### config.mk
export PLATFORM = sky130hd
export DESIGN_NAME = addsub_serial
export DESIGN_NICKNAME = d
export VERILOG_FILES = /design/src/rtl/adder_pkg.sv /design/src/rtl/addsub_chunk.sv /design/src/rtl/addsub_serial.sv
export SDC_FILE = /design/constraint.sdc
export NUM_CORES = 1
export LEC_CHECK = 0
export BUFFER_PORTS_ARGS = -buffer_cell sky130_fd_sc_hd__buf_2
export CAP_MARGIN = 20
export CORE_UTILIZATION = 35
export CTS_CLUSTER_DIAMETER = 200
export CTS_CLUSTER_SIZE = 25
export DETAILED_ROUTE_END_ITERATION = 16
export GPL_TIMING_DRIVEN = 0
export HOLD_SLACK_MARGIN = 0.03
export PLACE_DENSITY = 0.66
export SLEW_MARGIN = 30
export SYNTH_ARGS = -nofsm -noshare
export SYNTH_HDL_FRONTEND = slang
export SYNTH_SLANG_ARGS = --single-unit
### constraint.sdc
create_clock -name clk -period 3.1 [get_ports clk]
set_clock_uncertainty 0.1 [all_clocks]
set_input_delay 0.465 -clock clk [delete_from_list [all_inputs] [get_ports clk]]
set_output_delay 0.465 -clock clk [all_outputs]
set_load 0.02 [all_outputs]
### src/rtl/adder_pkg.sv
// Shared types and elaboration helpers for the serial adder/subtractor.
package adder_pkg;

    typedef enum logic [1:0] {
        IDLE = 2'd0,
        RUN  = 2'd1,
        DONE = 2'd2
    } state_t;

    // Number of chunk steps per operation; 0 flags an illegal WIDTH/CHUNK pair.
    function automatic int chunk_count(int width, int chunk);
        if (chunk < 1 || width < chunk || (width % chunk) != 0)
            return 0;
        return width / chunk;
    endfunction

endpackage

### src/rtl/addsub_chunk.sv
// Combinational CHUNK-bit adder slice returning sum, carry out and carry into its MSB.
module addsub_chunk #(
    parameter int CHUNK = 8
) (
    input  logic [CHUNK-1:0] a,
    input  logic [CHUNK-1:0] b,
    input  logic             cin,
    output logic [CHUNK-1:0] sum,
    output logic             cout,
    output logic             c_msb
);

    always_comb begin
        {cout, sum} = {1'b0, a} + {1'b0, b} + (CHUNK + 1)'(cin);
        // The MSB sum bit is a^b^carry_in, so the incoming carry falls out by XOR.
        c_msb = sum[CHUNK-1] ^ a[CHUNK-1] ^ b[CHUNK-1];
    end

endmodule

### src/rtl/addsub_serial.sv
// Multi-cycle WIDTH-bit adder/subtractor that walks the operands CHUNK bits per clock
// through one narrow adder slice with a registered carry.
module addsub_serial
    import adder_pkg::*;
#(
    parameter int WIDTH = 32,
    parameter int CHUNK = 8
) (
    input  logic             clk,
    input  logic             rst_n,
    input  logic             start,
    input  logic             sub,
    input  logic             cin,
    input  logic [WIDTH-1:0] a,
    input  logic [WIDTH-1:0] b,
    output logic             ready,
    output logic             valid,
    output logic [WIDTH-1:0] sum,
    output logic             cout,
    output logic             ovf,
    output logic             zero
);

    localparam int N     = chunk_count(WIDTH, CHUNK);
    localparam int CNT_W = (N > 1) ? $clog2(N) : 1;
    localparam logic [CNT_W-1:0] LAST = CNT_W'(N - 1);

    if (N == 0) begin : g_illegal_params
        $error("addsub_serial: WIDTH must be a positive multiple of CHUNK");
    end

    state_t           state, state_next;
    logic [WIDTH-1:0] a_reg, b_reg, sum_upd;
    logic [CNT_W-1:0] cnt;
    logic             carry;
    logic             accept, last_step;
    logic [CHUNK-1:0] a_chunk, b_chunk, s_chunk;
    logic             c_out, c_msb;

    always_ff @(posedge clk or negedge rst_n) begin
        if (!rst_n) state <= IDLE;
        else        state <= state_next;
    end

    // NOTE: every output of this block gets a default first, so no path can infer a latch.
    always_comb begin
        state_next = state;
        ready      = 1'b0;
        valid      = 1'b0;
        case (state)
            IDLE: begin
                ready = 1'b1;
                if (start) state_next = RUN;
            end
            RUN: begin
                if (cnt == LAST) state_next = DONE;
            end
            DONE: begin
                ready      = 1'b1;
                valid      = 1'b1;
                state_next = start ? RUN : IDLE;
            end
            default: state_next = IDLE;
        endcase
    end

    assign accept    = ready & start;
    assign last_step = (state == RUN) && (cnt == LAST);
    assign a_chunk   = a_reg[int'(cnt)*CHUNK +: CHUNK];
    assign b_chunk   = b_reg[int'(cnt)*CHUNK +: CHUNK];

    addsub_chunk #(.CHUNK(CHUNK)) u_chunk (
        .a     (a_chunk),
        .b     (b_chunk),
        .cin   (carry),
        .sum   (s_chunk),
        .cout  (c_out),
        .c_msb (c_msb)
    );

    // Full result with the current slice merged in, so zero sees the final value on the last step.
    always_comb begin
        sum_upd = sum;
        sum_upd[int'(cnt)*CHUNK +: CHUNK] = s_chunk;
    end

    // NOTE: operand registers are reset too, keeping every flop in a known state after reset.
    always_ff @(posedge clk or negedge rst_n) begin
        if (!rst_n) begin
            a_reg <= '0;
            b_reg <= '0;
            carry <= 1'b0;
            cnt   <= '0;
            sum   <= '0;
            cout  <= 1'b0;
            ovf   <= 1'b0;
            zero  <= 1'b1;
        end else if (accept) begin
            a_reg <= a;
            b_reg <= b ^ {WIDTH{sub}};
            carry <= sub | cin;
            cnt   <= '0;
        end else if (state == RUN) begin
            sum   <= sum_upd;
            carry <= c_out;
            cnt   <= cnt + CNT_W'(1);
            if (last_step) begin
                cout <= c_out;
                ovf  <= c_msb ^ c_out;
                zero <= ~|sum_upd;
            end
        end
    end

endmodule

Word-level counts from Yosys, hierarchy flattened

Cells that the tools add are included.
W data, S select, Z words.

Logic and storage cells: 49
Input bits: 69
Register bits: 104
Output and inout port bits: 37

Equality and inequality tests: 5
Mux-type cells: 11
Shift operators: 4
Bitwise gates (word level): 7
Add/subtract/negate cells: 4
Reductions and logical operators: 9

Operators by type and width:

| kind                      | number |
|---|---|
| $shiftx A32 B6 Y8         | 2 |
| $neg A5 Y33               | 1 |
| $shift A8 B33 Y32 const A | 1 |
| $shiftx A8 B33 Y32        | 1 |
| $bwmux W32                | 1 |
| $reduce_or A32 Y1         | 1 |
| $xor A32 B32 Y32          | 1 |
| $add A8 B8 Y9             | 1 |
| $add A9 B1 Y9             | 1 |
| $mux W2                   | 4 |
| $pmux W2 S3               | 1 |
| $mux W1                   | 5 |
| $eq A2 B2 Y1 const B      | 2 |
| $reduce_and A2 Y1         | 2 |
| $reduce_and A3 Y1         | 1 |
| $xor A1 B1 Y1             | 3 |
| $add A2 B1 Y2 const B     | 1 |
| $eq A2 B1 Y1 const B      | 1 |
| $logic_not A2 Y1          | 1 |
| $ne A2 B1 Y1 const B      | 1 |
| $ne A2 B2 Y1 const B      | 1 |
| $reduce_bool A2 Y1        | 1 |
| $reduce_or A2 Y1          | 1 |
| $and A1 B1 Y1             | 1 |
| 4 further kinds           | 4 |

Depth between registers and ports, before layout

Gate-level depths: netlist of run 1.

Depth in word-level cells: 7
Gate-level depth with buffers: 11
Gate-level depth less buffers: 10

By module

A second synthesis of run 1 with hierarchy kept.

Cell total of the unflattened synthesis: 495
Area, all modules: 5186.2 um^2

By module, submodules not included:

| module        | cells each | instances | seq. area each (um^2) | area an instance (um^2) |
|---|---|---|---|---|
| addsub_serial | 451        | 1         | 2603.7                | 4809.6 |
| addsub_chunk  | 44         | 1         | 0.0                   | 376.6 |

Worst setup path after synthesis of run 1

Ideal clock, no wire load.

Path kind: reg2reg
From: register cnt[0]
To: register zero
Path slack: -0.105 ns
Arrival: 3.042 ns
Cell stages (with the launch flop): 12
Library setup time: 0.062 ns
Required time: 2.938 ns
Cell sequence: dfrtp_1 > buf_4 > mux4_2 > fa_1 > inv_1 > fa_1 > nor2b_4 > o2111ai_1 > nand3b_1 > xor2_1 > o41ai_2 > a32o_1

Cells in the longest elaborated chain, start to end: 7

Ends and longest elaborated chain:

| what                                        | line                                     | RTL |
|---|---|---|
| from (decl)                                 | addsub_serial.sv:34                      | `logic [CNT_W-1:0] cnt;` |
| from (signal assigned)                      | addsub_serial.sv:106                     | `cnt <= cnt + CNT_W'(1);` |
| $shiftx A32 B6 Y8, on equally long branches | addsub_serial.sv:69, addsub_serial.sv:70 |  |
| $add A8 B8 Y9                               | addsub_chunk.sv:14                       | `{cout, sum} = {1'b0, a} + {1'b0, b} + (CHUNK + 1)'(cin);` |
| $add A9 B1 Y9                               | addsub_chunk.sv:14                       |  |
| $shiftx A8 B33 Y32                          | addsub_serial.sv:84                      | `sum_upd[int'(cnt)*CHUNK +: CHUNK] = s_chunk;` |
| $bwmux W32                                  | addsub_serial.sv:84                      |  |
| $reduce_or A32 Y1                           | addsub_serial.sv:110                     | `zero <= ~\|sum_upd;` |
| $logic_not A1 Y1                            | addsub_serial.sv:110                     |  |
| to (signal assigned)                        | addsub_serial.sv:110                     |  |
| to (decl)                                   | addsub_serial.sv:21                      | `output logic zero` |

Parallel ways exist; a longest one is shown, timed or not.
A chain may end at the register's enable or synchronous reset.

Worst setup path after layout of run 1

Ends and elaborated chain as after synthesis.

==> flow_summary.json, run 1 <==
{
  "fillers": 1324,
  "seqPwrFrac_pct": 26.6,
  "cp-start-kind": "register",
  "grt_pass1_wl_mm": 21.1,
  "syn_nets": 577,
  "cts_tree": "yes",
  "hold_class": "in2reg",
  "ff_latch_area_um2": 2610,
  "rsz0062_at_grt": "true",
  "grt_pass1_vias": 4100,
  "yosys_warnings": 0,
  "sw_frac_of_total_pct": 44.2,
  "required_ns": 3.28,
  "post-synth-top-count-cell": "nand2_1",
  "worst-setup-path-type": "reg2reg",
  "p_int_mw": 4.83,
  "ant_nets": 0,
  "setup_slack_ns": -0.00352,
  "worstPathArrival_ns": 3.28,
  "fin_nets": 703,
  "insertedDiodeCount": 0,
  "violations": "setup timing",
  "die_x_um": 123,
  "numCtsBuffers": 9,
  "antenna_found_initial": 0,
  "worstSetupEndpointType": "register",
  "syn_inst": 493,
  "worst_pin_slew_ns": 0.657,
  "remaining_drc_errors": 0,
  "stdcell_count": 802,
  "place_congestion": 0.905,
  "synthTopCellsByCount": "nand2_1 (148), dfrtp_1 (103), o21ai_0 (44), xnor2_1 (36), a22o_1 (21)",
  "finalPower_mw": 8.65,
  "core_area_um2": 14000,
  "grt-ovfl-total": 0,
  "pwr-share-clk_pct": 13.0,
  "dp_hpwl_mm": 9.90,
  "die_h_um": 123,
  "place_inst": 778,
  "grt_max_degree": 75,
  "slew_viol_final": 0,
  "clk_pin_slew_ns": 0.07,
  "synthFlopType": "dfrtp_1",
  "pwr-share-comb_pct": 60.5,
  "avgSynthCellArea_um2": 10.4,
  "relSlewSlack_pct": 55.9,
  "path_max_fanout": 6,
  "root_buffer": "clkbuf_16",
  "setup_violations": 1,
  "wirelength_mm": 13.2,
  "area_growth_pct": 24.8,
  "ys_ff_latch": 104,
  "grt.total_usage_pct": 18.6,
  "initial_core_util_pct": 36.4,
  "synth_top_area_share_pct": 50.5,
  "rows": 43,
  "synth.distinct_cells": 48,
  "powerDensity_nw_per_um2": 1360,
  "power.leakage_nw": 3.09,
  "h-tree-depth": 3,
  "vias": 4050,
  "cts_sinks": 104,
  "die_area_um2": 15100,
  "synthesis.area_um2": 5110,
  "drive_gt1_share_pct": 28.8,
  "fin_crit_ns": 3.10,
  "synthArstFlopShare_pct": 100,
  "switchingPower_mw": 3.82,
  "viasPerCell": 5.05,
  "period_share_pct": 100,
  "clk_path_buf_depth": 2,
  "ir_worst_vdd_mv": 0.606,
  "io_pins": 106,
  "worstSkewPairLatency_ns": 0.35,
  "multiInputGateArea_um2": 2460,
  "dr.pass1.iters": 4,
  "portBuffers": 104,
  "seq_area_frac_synth_pct": 51.0,
  "hold_viol": 0,
  "drt-wirelength-per-cell_um": 16.4,
  "status": "finished, violations left",
  "pre_cts_slack_ns": -0.618,
  "drv_cap": 0,
  "fmax_ghz": 0.322,
  "first_iter_violations": 227,
  "yosys-top-cells-area": "dfrtp_1 (50%), nand2_1 (11%), mux4_2 (7.1%), xnor2_1 (6.2%), o21ai_0 (4.3%)",
  "synth_edf_count": 0,
  "yosys.area.top_type": "dfrtp_1"
}
-- timing repair --
item | CTS | global route
resized for setup | 22 | 3
cloned | 0 | 0
hold endpoints to repair | 30 | 0
hold buffers | 1 | 0
pin swaps | 7 | 5
endpoints found under the setup margin | 20 | 6
setup buffers | 6 | 3
-- per-layer routing --
metal  up-vias  share of wire [%]  track usage [%]
li1       1947                  -                -
met1      1949                 44             24.2
met2       131                 49             31.6
met3        23                4.8             2.83
met4         0                1.8             5.95
met5         -                  0                0
-- cell families after synthesis --
group	after synthesis	share of synthesized area (%)
and+or+nand+nor	191	15.9
DFF	104	51.0
AOI/OAI and AO/OA	92	12.1
xor gates and xnor gates	40	7.00
buffers and inverters	33	2.62
muxes	18	7.47
adders and majority gates	15	3.97
-- layout make-up --
type                            count  area share [%]
Tap cell                          180            3.53
Buffer                             23            1.90
Inverter                           10           0.589
Sequential cell                   104            40.9
Timing Repair Buffer              115            9.97
Clock buffer                       10            3.59
Multi-Input combinational cell    356            38.7
Clock inverter                      4           0.883
-- power by group through the flow --
stage                     Combinational, mW  Clock, mW  Sequential (mW)
final                                  5.23       1.12             2.30
after floorplan                        2.93          0             2.39
after detailed placement               4.39          0             2.33
after global placement                 4.28          0             2.30
after CTS                              5.04       1.14             2.30
after global routing                   5.69       1.18             2.37
-- final timing paths --
| path | startpoint | endpoint | slack (ns) | depth (start not counted) |
|---|---|---|---|---|
| hold / removal | a[25] | a_reg[25]$_DFFE_PN0P_ | 0.21 | 3 |
| setup reg to reg | cnt[0]$_DFFE_PN0P_ | zero$_DFFE_PN1P_ | -0.004 | 11 |
| max in group asynchronous | rst_n | zero$_DFFE_PN1P_ | 1.77 | 3 |
| setup / recovery | cnt[0]$_DFFE_PN0P_ | zero$_DFFE_PN1P_ | -0.004 | 11 |
| hold reg to reg | a_reg[24]$_DFFE_PN0P_ | a_reg[24]$_DFFE_PN0P_ | 0.37 | 2 |
| min in group asynchronous | rst_n | sum[30]$_DFFE_PN0P_ | 0.47 | 2 |
-- critical path: stages, from the launching register on --
cell and delay [ns]:
dfrtp_2 0.40, buf_12 0.13, mux4_2 0.54, fa_2 0.41
inv_2 0.07, fa_2 0.23, nor2b_4 0.06, o21ai_2 0.12
a2bb2oi_2 0.09, or3_4 0.37, o41ai_2 0.33, a32o_1 0.21
-- stage by stage --
step | TNS [ns] | cell area, µm² | hold slack (ns) | utilization (%)
3_5_place_dp | -6.15 | 5890 | 0.264 | 42.0
6_report | -0.00352 | 6370 | 0.213 | 45.4
5_1_grt | -0.147 | 6370 | 0.216 | 45.4
3_3_place_gp | -5.74 | 5860 | 0.354 | 41.7
4_1_cts | -0.0203 | 6340 | 0.208 | 45.1
2_1_floorplan | 0 | 5110 | 0.0694 | -
-- cell usage in the layout (no fill, tap or decap), drive strengths merged, types with 2 or more instances in the layout --
cell,synthesis,routed
buf,7,121
nand2,149,149
mux4,16,16
clkbuf,16,26
xor2,3,3
a21oi,7,7
ha,13,13
fa,2,2
xnor2,37,37
nand2b,2,2
o21ai,45,45
inv,10,11
o31ai,3,3
nor4,9,9
o21bai,2,2
clkinv,0,2
nand3b,2,2
nor2,10,10
nand3,2,2
or3,4,4
o211ai,2,2
dfrtp,103,103
or2,2,2
a22o,25,25
nor2b,5,5
nor3,3,3
Power figures use the tool's default switching activity.
==> run 2: changes to the inputs <==
--- a/config.mk
+++ b/config.mk
@@ -7,13 +7,12 @@
 export LEC_CHECK = 0
 export BUFFER_PORTS_ARGS = -buffer_cell sky130_fd_sc_hd__buf_2
 export CAP_MARGIN = 20
-export CORE_UTILIZATION = 35
+export CORE_UTILIZATION = 50
 export CTS_CLUSTER_DIAMETER = 200
-export CTS_CLUSTER_SIZE = 25
 export DETAILED_ROUTE_END_ITERATION = 16
 export GPL_TIMING_DRIVEN = 0
 export HOLD_SLACK_MARGIN = 0.03
-export PLACE_DENSITY = 0.66
+export PLACE_DENSITY = 0.86
 export SLEW_MARGIN = 30
 export SYNTH_ARGS = -nofsm -noshare
 export SYNTH_HDL_FRONTEND = slang
==> constraint.sdc (replaced) <==
create_clock -name clk -period 3.1 [get_ports clk]
set_clock_uncertainty 0.1 [all_clocks]
set_input_delay 0.31 -clock clk [delete_from_list [all_inputs] [get_ports clk]]
set_output_delay 0.31 -clock clk [all_outputs]
set_load 0.02 [all_outputs]
==> run 2 against run 1 <==
Compared with the run above: the flow still finishes with violations (setup timing); first-iteration DRC count rose by 5.3%; combinational power rose by 3%; die area fell by 30%; sequential power barely moved; fmax fell by 2.5%; final area fell by 1.1%; setup slack got worse by 0.080 ns; flip-flop and latch count did not move; worst hold slack got worse by 0.18 ns; global-route usage rose by 7.2 points; count of clock-buffer cells in the layout did not move; clock power fell by 27%.
==> flow_summary.json, run 2 (synthesis gave the netlist of run 1 again) <==
{
  "gr-max-usage-layer": "met2",
  "viasPerCell": 5.57,
  "fmax_ghz": 0.314,
  "required_ns": 3.30,
  "h-tree-depth": 3,
  "status": "finished, violations left",
  "grt-ovfl-total": 0,
  "dp_hpwl_mm": 9.36,
  "slowest_delay_ns": 0.54,
  "grt_pass1_wl_mm": 20.4,
  "path_buf_inv": 2,
  "tns_ns": -0.0838,
  "hold_viol": 0,
  "dr.pass1.iters": 5,
  "r2r_slack_ns": -0.08,
  "rows": 36,
  "setup_violations": 1,
  "vias": 4250,
  "die_area_um2": 10600,
  "cts_sinks": 104,
  "drv_cap": 0,
  "worst_pin_slew_ns": 0.628,
  "initial_core_util_pct": 52.0,
  "fin_nets": 710,
  "slew_viol_final": 0,
  "drive_gt1_share_pct": 29.0,
  "cts_tree": "yes",
  "setup_slack_ns": -0.0838,
  "use_met1_pct": 31.8,
  "drt-wirelength-per-cell_um": 16.8,
  "worst-setup-path-type": "reg2reg",
  "grt_max_degree": 78,
  "period_share_pct": 103,
  "worstSkewPairLatency_ns": 0.36,
  "wirelength_mm": 12.9,
  "final_cell_mix": "nand2_1 (148), buf_2 (106), dfrtp_1 (102)",
  "met2_usage_pct": 44.4,
  "ir_worst_vdd_mv": 0.777,
  "powerDensity_nw_per_um2": 1350,
  "multiInputGateArea_um2": 2490,
  "clk_path_buf_depth": 2,
  "pre_cts_slack_ns": -0.596,
  "crit_family": "compound AO/OA/AOI/OAI gates",
  "numCtsBuffers": 9,
  "cp_slowest_cell": "mux4_2",
  "portBuffers": 104,
  "remaining_drc_errors": 0,
  "ant_nets": 0,
  "worstSetupEndpointType": "register",
  "root_buffer": "clkbuf_8",
  "crit_top_cell": "fa_2",
  "worstPathArrival_ns": 3.38,
  "grt.total_usage_pct": 25.8,
  "rsz0062_at_grt": "true",
  "area_growth_pct": 23.3,
  "hold_class": "in2reg",
  "first_iter_violations": 239,
  "cp-start-kind": "register",
  "ff_latch_area_um2": 2610,
  "die_h_um": 103,
  "met3_usage_pct": 5.63,
  "power.leakage_nw": 3.07,
  "grt_pass1_vias": 4200,
  "place_area_um2": 5830,
  "stdcell_area_um2": 6300,
  "violations": "setup timing",
  "die_x_um": 103,
  "antenna_found_initial": 0,
  "io_pins": 106,
  "fillers": 782,
  "path_max_fanout": 7,
  "crit_chain": "buf_12, mux4_2, fa_2, inv_2, fa_2, nor2b_4, o2111ai_2, nand3b_1, xor2_4, o41ai_2, a32o_1",
  "core_area_um2": 9820,
  "relSlewSlack_pct": 57.8,
  "place_congestion": 0.892,
  "clk_pin_slew_ns": 0.09,
  "insertedDiodeCount": 0,
  "fin_crit_ns": 3.18,
  "mostFrequentLayoutCell": "nand2_1"
}
-- run 2: cell count changes in the layout (fill, tap and decap cells not counted), moves of 2 or more --
cell,previous run,this run
buf_4,10,13
clkbuf_16,9,0
clkbuf_8,0,9
clkinvlp_4,0,2
dlygate4sd3_1,1,5
-- run 2: path summary, 6_finish.rpt --
kind                                        from                     to  cells after the start
setup / recovery              cnt[0]$_DFFE_PN0P_       zero$_DFFE_PN1P_                     11
hold / removal                             a[19]  a_reg[19]$_DFFE_PN0P_                      3
setup reg to reg              cnt[0]$_DFFE_PN0P_       zero$_DFFE_PN1P_                     11
hold reg to reg            a_reg[17]$_DFFE_PN0P_  a_reg[17]$_DFFE_PN0P_                      2
max in group asynchronous                  rst_n       zero$_DFFE_PN1P_                      3
min in group asynchronous                  rst_n  a_reg[10]$_DFFE_PN0P_                      2
-- run 2: where the power goes --
group / switching, mW / total, mW / internal (mW)
combinational: 3.04 / 5.39 / 2.35
clock: 0.450 / 0.820 / 0.369
sequential: 0.373 / 2.31 / 1.93
total: 3.87 / 8.52 / 4.65
-- run 2: tightest hold or removal path, delay by kind of cell --
| kind | cells | cell delay [ns] |
|---|---|---|
| buffers and inverters | 1 | 0.07 |
| and+or+nand+nor | 2 | 0.08 |
-- run 2: repair_timing --
| action | in CTS | in global routing |
|---|---|---|
| resized for setup | 20 | 8 |
| hold endpoints to repair | 31 | 0 |
| buffers inserted | 5 | 7 |
| hold buffers | 5 | 0 |
| endpoints found under the setup margin | 20 | 6 |
| pin swaps | 8 | 9 |
-- run 2: per-stage QoR --
stage / instances / utilization [%] / power (mW) / hold WS (ns)
finish: 763 / 64.2 / 8.52 / 0.0347
floorplan: 493 / - / 5.32 / -0.0856
CTS: 756 / 63.2 / 8.07 / 0.0301
global route: 763 / 64.2 / 9.06 / 0.0308
detailed placement: 731 / 59.4 / 6.65 / 0.103
global placement: 730 / 59.1 / 6.46 / 0.353
-- run 2: final cells by class --
type | instances | area share, %
Buffer | 23 | 1.99
Tap cell | 133 | 2.64
Clock inverter | 5 | 0.933
Multi-Input combinational cell | 356 | 39.5
Timing Repair Buffer | 122 | 11.0
Inverter | 10 | 0.596
Sequential cell | 104 | 41.3
Clock buffer | 10 | 2.03
-- run 2: metal layers --
| metal | up-vias | wire length (µm) |
|---|---|---|
| met5 | - | 0 |
| met4 | 0 | 363 |
| met3 | 35 | 732 |
| met2 | 186 | 6350 |
| met1 | 2072 | 5410 |
| li1 | 1957 | - |
